--- src/rtl/led_cmd_ctrl.sv ---
// Serial LED command controller: decodes {mode, addr} frames shifted in on SCK and committed on LATCH.
// Optional build macro LED_CTRL_BROADCAST_EN: address 2^ADDR_W-1 writes the mode to every LED.
//
// state   | meaning
// S_IDLE  | no bits shifted since the last commit or reset
// S_SHIFT | 1..FRAME_W-1 bits shifted
// S_FULL  | exactly FRAME_W bits shifted, frame ready to commit
// S_OVER  | more than FRAME_W bits seen, further SCK edges ignored
module led_cmd_ctrl #(
    parameter int N_LEDS    = 16,
    parameter int ADDR_W    = 5,
    parameter int BLINK_DIV = 1024
) (
    input  logic              CLK,
    input  logic              RESET,
    input  logic              SCK,
    input  logic              DATA,
    input  logic              LATCH,
    input  logic              PATTERN,
    output logic [N_LEDS-1:0] LED,
    output logic              CMD_VALID,
    output logic              FRAME_ERR
);

    localparam int FRAME_W = ADDR_W + 2;
    localparam int CNT_W   = $clog2(FRAME_W + 1);
    localparam int PRE_W   = $clog2(BLINK_DIV);
    localparam logic [CNT_W-1:0] CNT_LAST = CNT_W'(FRAME_W - 1);
    localparam logic [PRE_W-1:0] PRE_LAST = PRE_W'(BLINK_DIV - 1);

    typedef enum logic [1:0] {
        S_IDLE,
        S_SHIFT,
        S_FULL,
        S_OVER
    } state_t;

    logic [1:0] sck_sync, data_sync, latch_sync, pat_sync;
    logic       sck_prev, latch_prev;
    logic       sck_rise, latch_rise;

    state_t                     state_q, state_n;
    logic [CNT_W-1:0]           cnt_q, cnt_n;
    logic [FRAME_W-1:0]         sreg_q, sreg_n;
    logic [N_LEDS-1:0][1:0]     mode_q, mode_n;
    logic                       cmd_valid_n, frame_err_n;
    logic [1:0]                 frm_mode;
    logic [ADDR_W-1:0]          frm_addr;
    logic                       hit;

    logic [PRE_W-1:0]           pre_q;
    logic                       blink_q;
    logic [N_LEDS-1:0]          led_n;

    always_ff @(posedge CLK or negedge RESET) begin
        if (!RESET) begin
            sck_sync   <= '0;
            data_sync  <= '0;
            latch_sync <= '0;
            pat_sync   <= '0;
            sck_prev   <= 1'b0;
            latch_prev <= 1'b0;
        end else begin
            sck_sync   <= {sck_sync[0], SCK};
            data_sync  <= {data_sync[0], DATA};
            latch_sync <= {latch_sync[0], LATCH};
            pat_sync   <= {pat_sync[0], PATTERN};
            sck_prev   <= sck_sync[1];
            latch_prev <= latch_sync[1];
        end
    end

    assign sck_rise   = sck_sync[1] & ~sck_prev;
    assign latch_rise = latch_sync[1] & ~latch_prev;
    assign frm_mode   = sreg_q[FRAME_W-1 -: 2];
    assign frm_addr   = sreg_q[ADDR_W-1:0];

    always_ff @(posedge CLK or negedge RESET) begin
        if (!RESET) begin
            state_q   <= S_IDLE;
            cnt_q     <= '0;
            sreg_q    <= '0;
            mode_q    <= '0;
            CMD_VALID <= 1'b0;
            FRAME_ERR <= 1'b0;
        end else begin
            state_q   <= state_n;
            cnt_q     <= cnt_n;
            sreg_q    <= sreg_n;
            mode_q    <= mode_n;
            CMD_VALID <= cmd_valid_n;
            FRAME_ERR <= frame_err_n;
        end
    end

    // A LATCH edge takes priority; an SCK edge in the same cycle is dropped.
    always_comb begin
        state_n     = state_q;
        cnt_n       = cnt_q;
        sreg_n      = sreg_q;
        mode_n      = mode_q;
        cmd_valid_n = 1'b0;
        frame_err_n = 1'b0;
        hit         = 1'b0;
        if (latch_rise) begin
            state_n = S_IDLE;
            cnt_n   = '0;
            case (state_q)
                S_FULL: begin
                    for (int i = 0; i < N_LEDS; i++) begin
                        if (int'(frm_addr) == i) begin
                            mode_n[i] = frm_mode;
                            hit       = 1'b1;
                        end
                    end
`ifdef LED_CTRL_BROADCAST_EN
                    if (frm_addr == {ADDR_W{1'b1}}) begin
                        for (int i = 0; i < N_LEDS; i++) begin
                            mode_n[i] = frm_mode;
                        end
                        hit = 1'b1;
                    end
`else
`endif
                    cmd_valid_n = hit;
                end
                S_SHIFT, S_OVER: frame_err_n = 1'b1;
                default: ;
            endcase
        end else if (sck_rise) begin
            case (state_q)
                S_IDLE: begin
                    sreg_n  = {sreg_q[FRAME_W-2:0], data_sync[1]};
                    cnt_n   = CNT_W'(1);
                    state_n = S_SHIFT;
                end
                S_SHIFT: begin
                    sreg_n = {sreg_q[FRAME_W-2:0], data_sync[1]};
                    cnt_n  = cnt_q + CNT_W'(1);
                    if (cnt_q == CNT_LAST) state_n = S_FULL;
                end
                S_FULL: begin
                    sreg_n  = {sreg_q[FRAME_W-2:0], data_sync[1]};
                    state_n = S_OVER;
                end
                default: ;
            endcase
        end
    end

    // Free-running prescaler; commands never restart it.
    always_ff @(posedge CLK or negedge RESET) begin
        if (!RESET) begin
            pre_q   <= '0;
            blink_q <= 1'b0;
        end else if (pre_q == PRE_LAST) begin
            pre_q   <= '0;
            blink_q <= ~blink_q;
        end else begin
            pre_q <= pre_q + PRE_W'(1);
        end
    end

    always_comb begin
        led_n = '0;
        for (int i = 0; i < N_LEDS; i++) begin
            case (mode_q[i])
                2'b00:   led_n[i] = 1'b0;
                2'b01:   led_n[i] = 1'b1;
                2'b10:   led_n[i] = pat_sync[1];
                default: led_n[i] = blink_q;
            endcase
        end
    end

    always_ff @(posedge CLK or negedge RESET) begin
        if (!RESET) LED <= '0;
        else        LED <= led_n;
    end

endmodule

--- config.mk ---
export PLATFORM = sky130hd
export DESIGN_NAME = led_cmd_ctrl
export DESIGN_NICKNAME = d
export VERILOG_FILES = /design/src/rtl/led_cmd_ctrl.sv
export SDC_FILE = /design/constraint.sdc
export NUM_CORES = 1
export LEC_CHECK = 0
export CORE_MARGIN = 1.5
export CORE_UTILIZATION = 52
export DETAILED_ROUTE_END_ITERATION = 8
export HOLD_SLACK_MARGIN = 0.08
export PLACE_DENSITY = 0.75
export SLEW_MARGIN = 20
export SYNTH_ARGS = -nofsm -noshare
export SYNTH_HDL_FRONTEND = slang
export SYNTH_SLANG_ARGS = --single-unit
--- constraint.sdc ---
create_clock -name CLK -period 1.7 [get_ports CLK]
set_clock_uncertainty 0.1 [all_clocks]
set_input_delay 0.17 -clock CLK [delete_from_list [all_inputs] [get_ports CLK]]
set_output_delay 0.17 -clock CLK [all_outputs]
set_load 0.01 [all_outputs]
==> results.toml, run 1 <==
[logic_synthesis]
syn_area_um2 = 3430
synth_most_common_cell = "dfrtp_1"
yosysTopAreaCell = "dfrtp_1"
synth_top_area_share_pct = 60.6
synthCells = 263
ys_async_sr_fraction_pct = 100
yosysWarnings = 0
avgSynthCellArea_um2 = 13.0
synth_cell_types = 37
synth-edff-count = 0
synth_seq_cells = 83
syn_nets = 278
ys_top_cells_by_count = "dfrtp_1, mux2_2, a21oi_1, a31oi_1, nor2_1"
synth_ff_type = "dfrtp_1"
synth_area_leaders = "dfrtp_1, mux2_2, ha_1"
seq_area_frac_synth_pct = 60.6

[sta]
rsz0062_at_grt = "yes"
fmax_mhz = 555
worst_slack_ns = -0.102
tightest_slew_ns = 0.618
fin_crit_ns = 1.80
setup_tns_ns = -0.847
fin_crit_sh_pct = 106
setup_violations = 21
max_slew_margin_pct = 58.8
slew_violations = 0
hold_viol = 0

[critical_path]
critPathKind = "reg2reg"
cp.required_ns = 1.83
start_kind = "flop"
critPathArrivalTime_ns = 1.93
reg2reg_depth = 5
end_kind = "flop"
cp_max_fo = 6

[clock_network]
clock_sinks = 83
cts.path.max_buffers = 2
cts_max_level = 3
clkTransAtPathRegs_ns = 0.08
clk_latency_ns = 0.34
root_buffer = "clkbuf_8"
cts_buffers = 9
cts_tree = "done"

[global_route]
antenna_found_initial = 0
grt_pass1_wl_mm = 9.88
grt_usage_pct = 17.7
grt_max_degree = 84
overflow = 0
grt_pass1_vias = 2172

[run]
drv_cap = 0

[final_layout]
fin_nets = 332
drive_gt1_share_pct = 30.3
design_area_um2 = 4210
antennaDiodeCount = 0
area_growth_pct = 22.9
fin_util_pct = 66.4

[hold_path]
holdCritPathClass = "in2reg"
hold_depth = 1

[placement]
place_area_um2 = 3930
dpl.hpwl_mm = 3.73
place_ws_ns = -0.137
numPortBuffers = 23
place.gp.congestion = 0.791

[route]
first_pass_iters = 4
ant_nets = 0
vias_per_cell = 5.48
via_count = 2176
drc = 0
wirelength_mm = 5.92
wl_per_cell_um = 14.9
first_iter_violations = 143

[power]
peakVddDrop_mv = 0.590
power_density_nw_per_um2 = 1120
power_mw = 4.74
p_leak_nw = 1.99

[die]
fp.dieH_um = 84.2
initial_core_util_pct = 54.0
io_pins = 24
die_area_um2 = 7090
rows = 29
core_um2 = 6350
die_w_um = 84.2

[status]
violations = "setup timing"
outcome = "complete, but fails checks"
==> path summary, 6_finish.rpt <==
| kind | from | to | slack, ns |
|---|---|---|---|
| max | state_q[0] | mode_q[21] | -0.10 |
| min | LATCH | latch_sync[0] | 0.16 |
| max reg2reg | state_q[0] | mode_q[21] | -0.10 |
| min reg2reg | sck_sync[0] | sck_sync[1] | 0.25 |
| max in group asynchronous | RESET | state_q[1] | 0.85 |
| min in group asynchronous | RESET | sreg_q[5] | 0.30 |
==> sequential cells by signal, indices dropped and copies added, names as in the netlist <==
name / flops
blink_q: 1
state_q: 2
sck_prev: 1
mode_q: 32
pre_q: 10
pat_sync: 2
sreg_q: 7
sck_sync: 2
latch_sync: 2
data_sync: 2
FRAME_ERR: 1
cnt_q: 3
LED: 16
latch_prev: 1
CMD_VALID: 1
==> cell families (layout without fill, tap and decap cells) <==
kind of cell / Yosys count / after routing / share of synthesized area [%]
DFF: 83 / 83 / 60.6
muxes: 41 / 41 / 14.2
AOI/OAI and AO/OA: 46 / 46 / 7.77
adders and majority gates: 9 / 9 / 3.28
and+or+nand+nor: 60 / 60 / 10.3
xor gates and xnor gates: 6 / 6 / 1.53
buffers and inverters: 18 / 75 / 2.30
==> metrics by stage <==
stage / instances / hold WS, ns
after floorplan: 263 / -0.226
after global placement: 378 / 0.130
after detailed placement: 378 / 0.130
after CTS: 394 / 0.155
after global routing: 397 / 0.166
final: 397 / 0.164
==> placed cells by master, fill, tap and decap left out, drive strengths merged, types with 8 or more instances in the layout <==
cell	instances
mux2	40
clkbuf	12
nand2	8
clkdlybuf4s50	22
a31oi	16
buf	28
dfrtp	83
nor2	12
a21oi	19
inv	8
ha	9
==> layout make-up <==
| type | instances | area (um^2) |
|---|---|---|
| fillers | 448 | 2140 |
| flip-flops and latches | 83 | 2080 |
| multi-input cells | 162 | 1360 |
| repair buffers | 52 | 494 |
| clock buffers | 11 | 131 |
| well taps | 77 | 96.3 |
| inverters | 9 | 38.8 |
| clock inverters | 3 | 17.5 |
==> where the power goes <==
| part | total [mW] | internal (mW) | switching, mW |
|---|---|---|---|
| Clock | 1.15 | 0.511 | 0.639 |
| Combinational | 1.11 | 0.622 | 0.486 |
| Sequential | 2.48 | 2.18 | 0.302 |
| Total | 4.74 | 3.31 | 1.43 |
==> per-layer routing <==
layer,vias up,track usage (%),part of all wire (%)
met5,-,0,0
met4,0,6.26,1.6
met3,6,4.72,2.8
met2,36,29.5,50
met1,1072,22.6,45
li1,1062,-,-
==> critical path, stage by stage (launching register included) <==
cell	delay [ns]
dfrtp_1	0.39
inv_2	0.08
ha_4	0.14
nand4bb_4	0.15
or4_4	0.53
mux2_4	0.31
==> timing repair <==
action | CTS | global route
gates resized for setup | 9 | 11
setup buffers | 1 | 2
hold buffers | 1 | 0
endpoints found under the setup margin | 39 | 35
hold endpoints to repair | 83 | 0
cloned | 0 | 1
pin swaps | 6 | 2
Note: power is estimated with default switching activity, not from simulation.
==> run 2, diff against run 1 <==
--- a/config.mk
+++ b/config.mk
@@ -9,6 +9,7 @@
 export CORE_UTILIZATION = 52
 export DETAILED_ROUTE_END_ITERATION = 8
 export HOLD_SLACK_MARGIN = 0.08
+export MAX_ROUTING_LAYER = met4
 export PLACE_DENSITY = 0.75
 export SLEW_MARGIN = 20
 export SYNTH_ARGS = -nofsm -noshare
==> run 2 against run 1 <==
The flow still finishes with violations (setup timing). First-iteration DRC count fell by 1.4%. Design area stayed put. Non-clock buffer count unchanged. Die area did not move. Setup slack barely moved. Via count about the same. Power about the same. Routed wire length hardly changed. Sequential share of layout area unchanged. Sequential power barely moved. Clock power about the same. Clock-buffer cell count is the same. Largest power group unchanged.
==> results.toml, run 2 (synthesized netlist as in run 1, its figures left out) <==
[status]
outcome = "complete, but fails checks"
violations = "setup timing"

[clock_network]
cts_buffers = 9
root_buffer = "clkbuf_8"
cts_tree = "done"
clk_latency_ns = 0.34
clock_sinks = 83
cts.path.max_buffers = 2
cts_max_level = 3
clkTransAtPathRegs_ns = 0.08

[critical_path]
start_kind = "flop"
critPathKind = "reg2reg"
path_cells = "inv_2, ha_4, nand4bb_4, or4_4, mux2_4"
cp_slowest_stage_delay_ns = 0.53
cp_max_fo = 6
reg2reg_depth = 5
critPathArrivalTime_ns = 1.93
crit_slowest_cell = "or4_4"
end_kind = "flop"
cp.required_ns = 1.83

[die]
initial_core_util_pct = 54.0
die_w_um = 84.2
die_area_um2 = 7090
io_pins = 24
core_um2 = 6350
rows = 29
fp.dieH_um = 84.2

[route]
drc = 0
via_count = 2175
vias_per_cell = 5.48
first_iter_violations = 141
ant_nets = 0
first_pass_iters = 4
wirelength_mm = 5.92
wl_per_cell_um = 14.9

[global_route]
overflow = 0
grt_usage_pct = 18.3
grt_pass1_wl_mm = 9.89
grt_max_degree = 84
grt_pass1_vias = 2171
antenna_found_initial = 0

[sta]
tightest_slew_ns = 0.618
setup_violations = 21
fin_crit_sh_pct = 106
fin_crit_ns = 1.80
worst_slack_ns = -0.102
slew_violations = 0
rsz0062_at_grt = "yes"
hold_viol = 0
fmax_mhz = 555
max_slew_margin_pct = 58.8
setup_tns_ns = -0.845

[final_layout]
final_common_cell = "dfrtp_1"
nFillCells = 448
antennaDiodeCount = 0
top_register = "mode_q"
area_growth_pct = 22.9
instances_no_fill = 397
largest_reg_flops = 32
final_cell_mix = "dfrtp_1, mux2_2, buf_4, clkdlybuf4s50_1, a21oi_1"
drive_gt1_share_pct = 30.3
fin_nets = 332
reg.largest.list = "mode_q: 32 flops, LED: 16 flops, pre_q: 10 flops"

[power]
peakVddDrop_mv = 0.590
p_leak_nw = 1.99
power_mw = 4.74
power_density_nw_per_um2 = 1120

[hold_path]
holdCritPathClass = "in2reg"
hold_depth = 1

[placement]
dpl.hpwl_mm = 3.73
place_ws_ns = -0.137
numPortBuffers = 23
place.gp.congestion = 0.802
placedCellCount = 378

[run]
drv_cap = 0
## run 2: metal layers
| metal | share of wire, % | vias up | GRT usage (%) | wire (um) |
|---|---|---|---|---|
| li1 | - | 1062 | - | - |
| met1 | 45 | 1071 | 22.6 | 2670 |
| met2 | 51 | 36 | 29.5 | 2990 |
| met3 | 2.8 | 6 | 4.72 | 165 |
| met4 | 1.6 | 0 | 6.26 | 92 |
| met5 | 0 | - | - | 0 |
## run 2: final timing paths
kind                            slack (ns)            end         from
min in group asynchronous             0.30      sreg_q[5]        RESET
worst min-delay path                  0.16  latch_sync[0]        LATCH
max in group asynchronous             0.85     state_q[1]        RESET
worst max register to register       -0.10     mode_q[21]   state_q[0]
worst min register to register        0.25    sck_sync[1]  sck_sync[0]
worst max-delay path                 -0.10     mode_q[21]   state_q[0]
## run 2: area by class of cell
type,instances,area [um^2],share of cell area [%]
inverter,9,38.8,0.920
timing repair buffer,52,494,11.7
clock buffer,11,131,3.12
sequential,83,2080,49.3
tap,77,96.3,2.29
multi-input combinational,162,1360,32.2
clock inverter,3,17.5,0.416
## run 2: repair_timing
item,CTS,global route
pin swaps,6,2
gates resized for setup,9,11
endpoints found under the setup margin,39,35
setup buffers,1,2
hold buffers,1,0
gates cloned,0,1
hold endpoints to repair,83,0
## run 2: power by group
part           leakage, nW  internal [mW]  switching (mW)
registers             1.10           2.18           0.301
logic                0.817          0.622           0.486
clock network       0.0750          0.511           0.639
## run 2: critical path, delay by kind of cell (launching register included)
kind	cells	cell delay, ns
flops	1	0.39
fa+ha+maj	1	0.14
simple gates	2	0.68
mux	1	0.31
buf+inv	1	0.08
## run 2: stage by stage
stage	hold WS [ns]	area [um^2]	util [%]
5_1_grt	0.166	4210	66.4
2_1_floorplan	-0.226	3440	-
6_report	0.164	4210	66.4
3_3_place_gp	0.130	3930	61.8
4_1_cts	0.155	4130	65.0
3_5_place_dp	0.130	3930	61.8
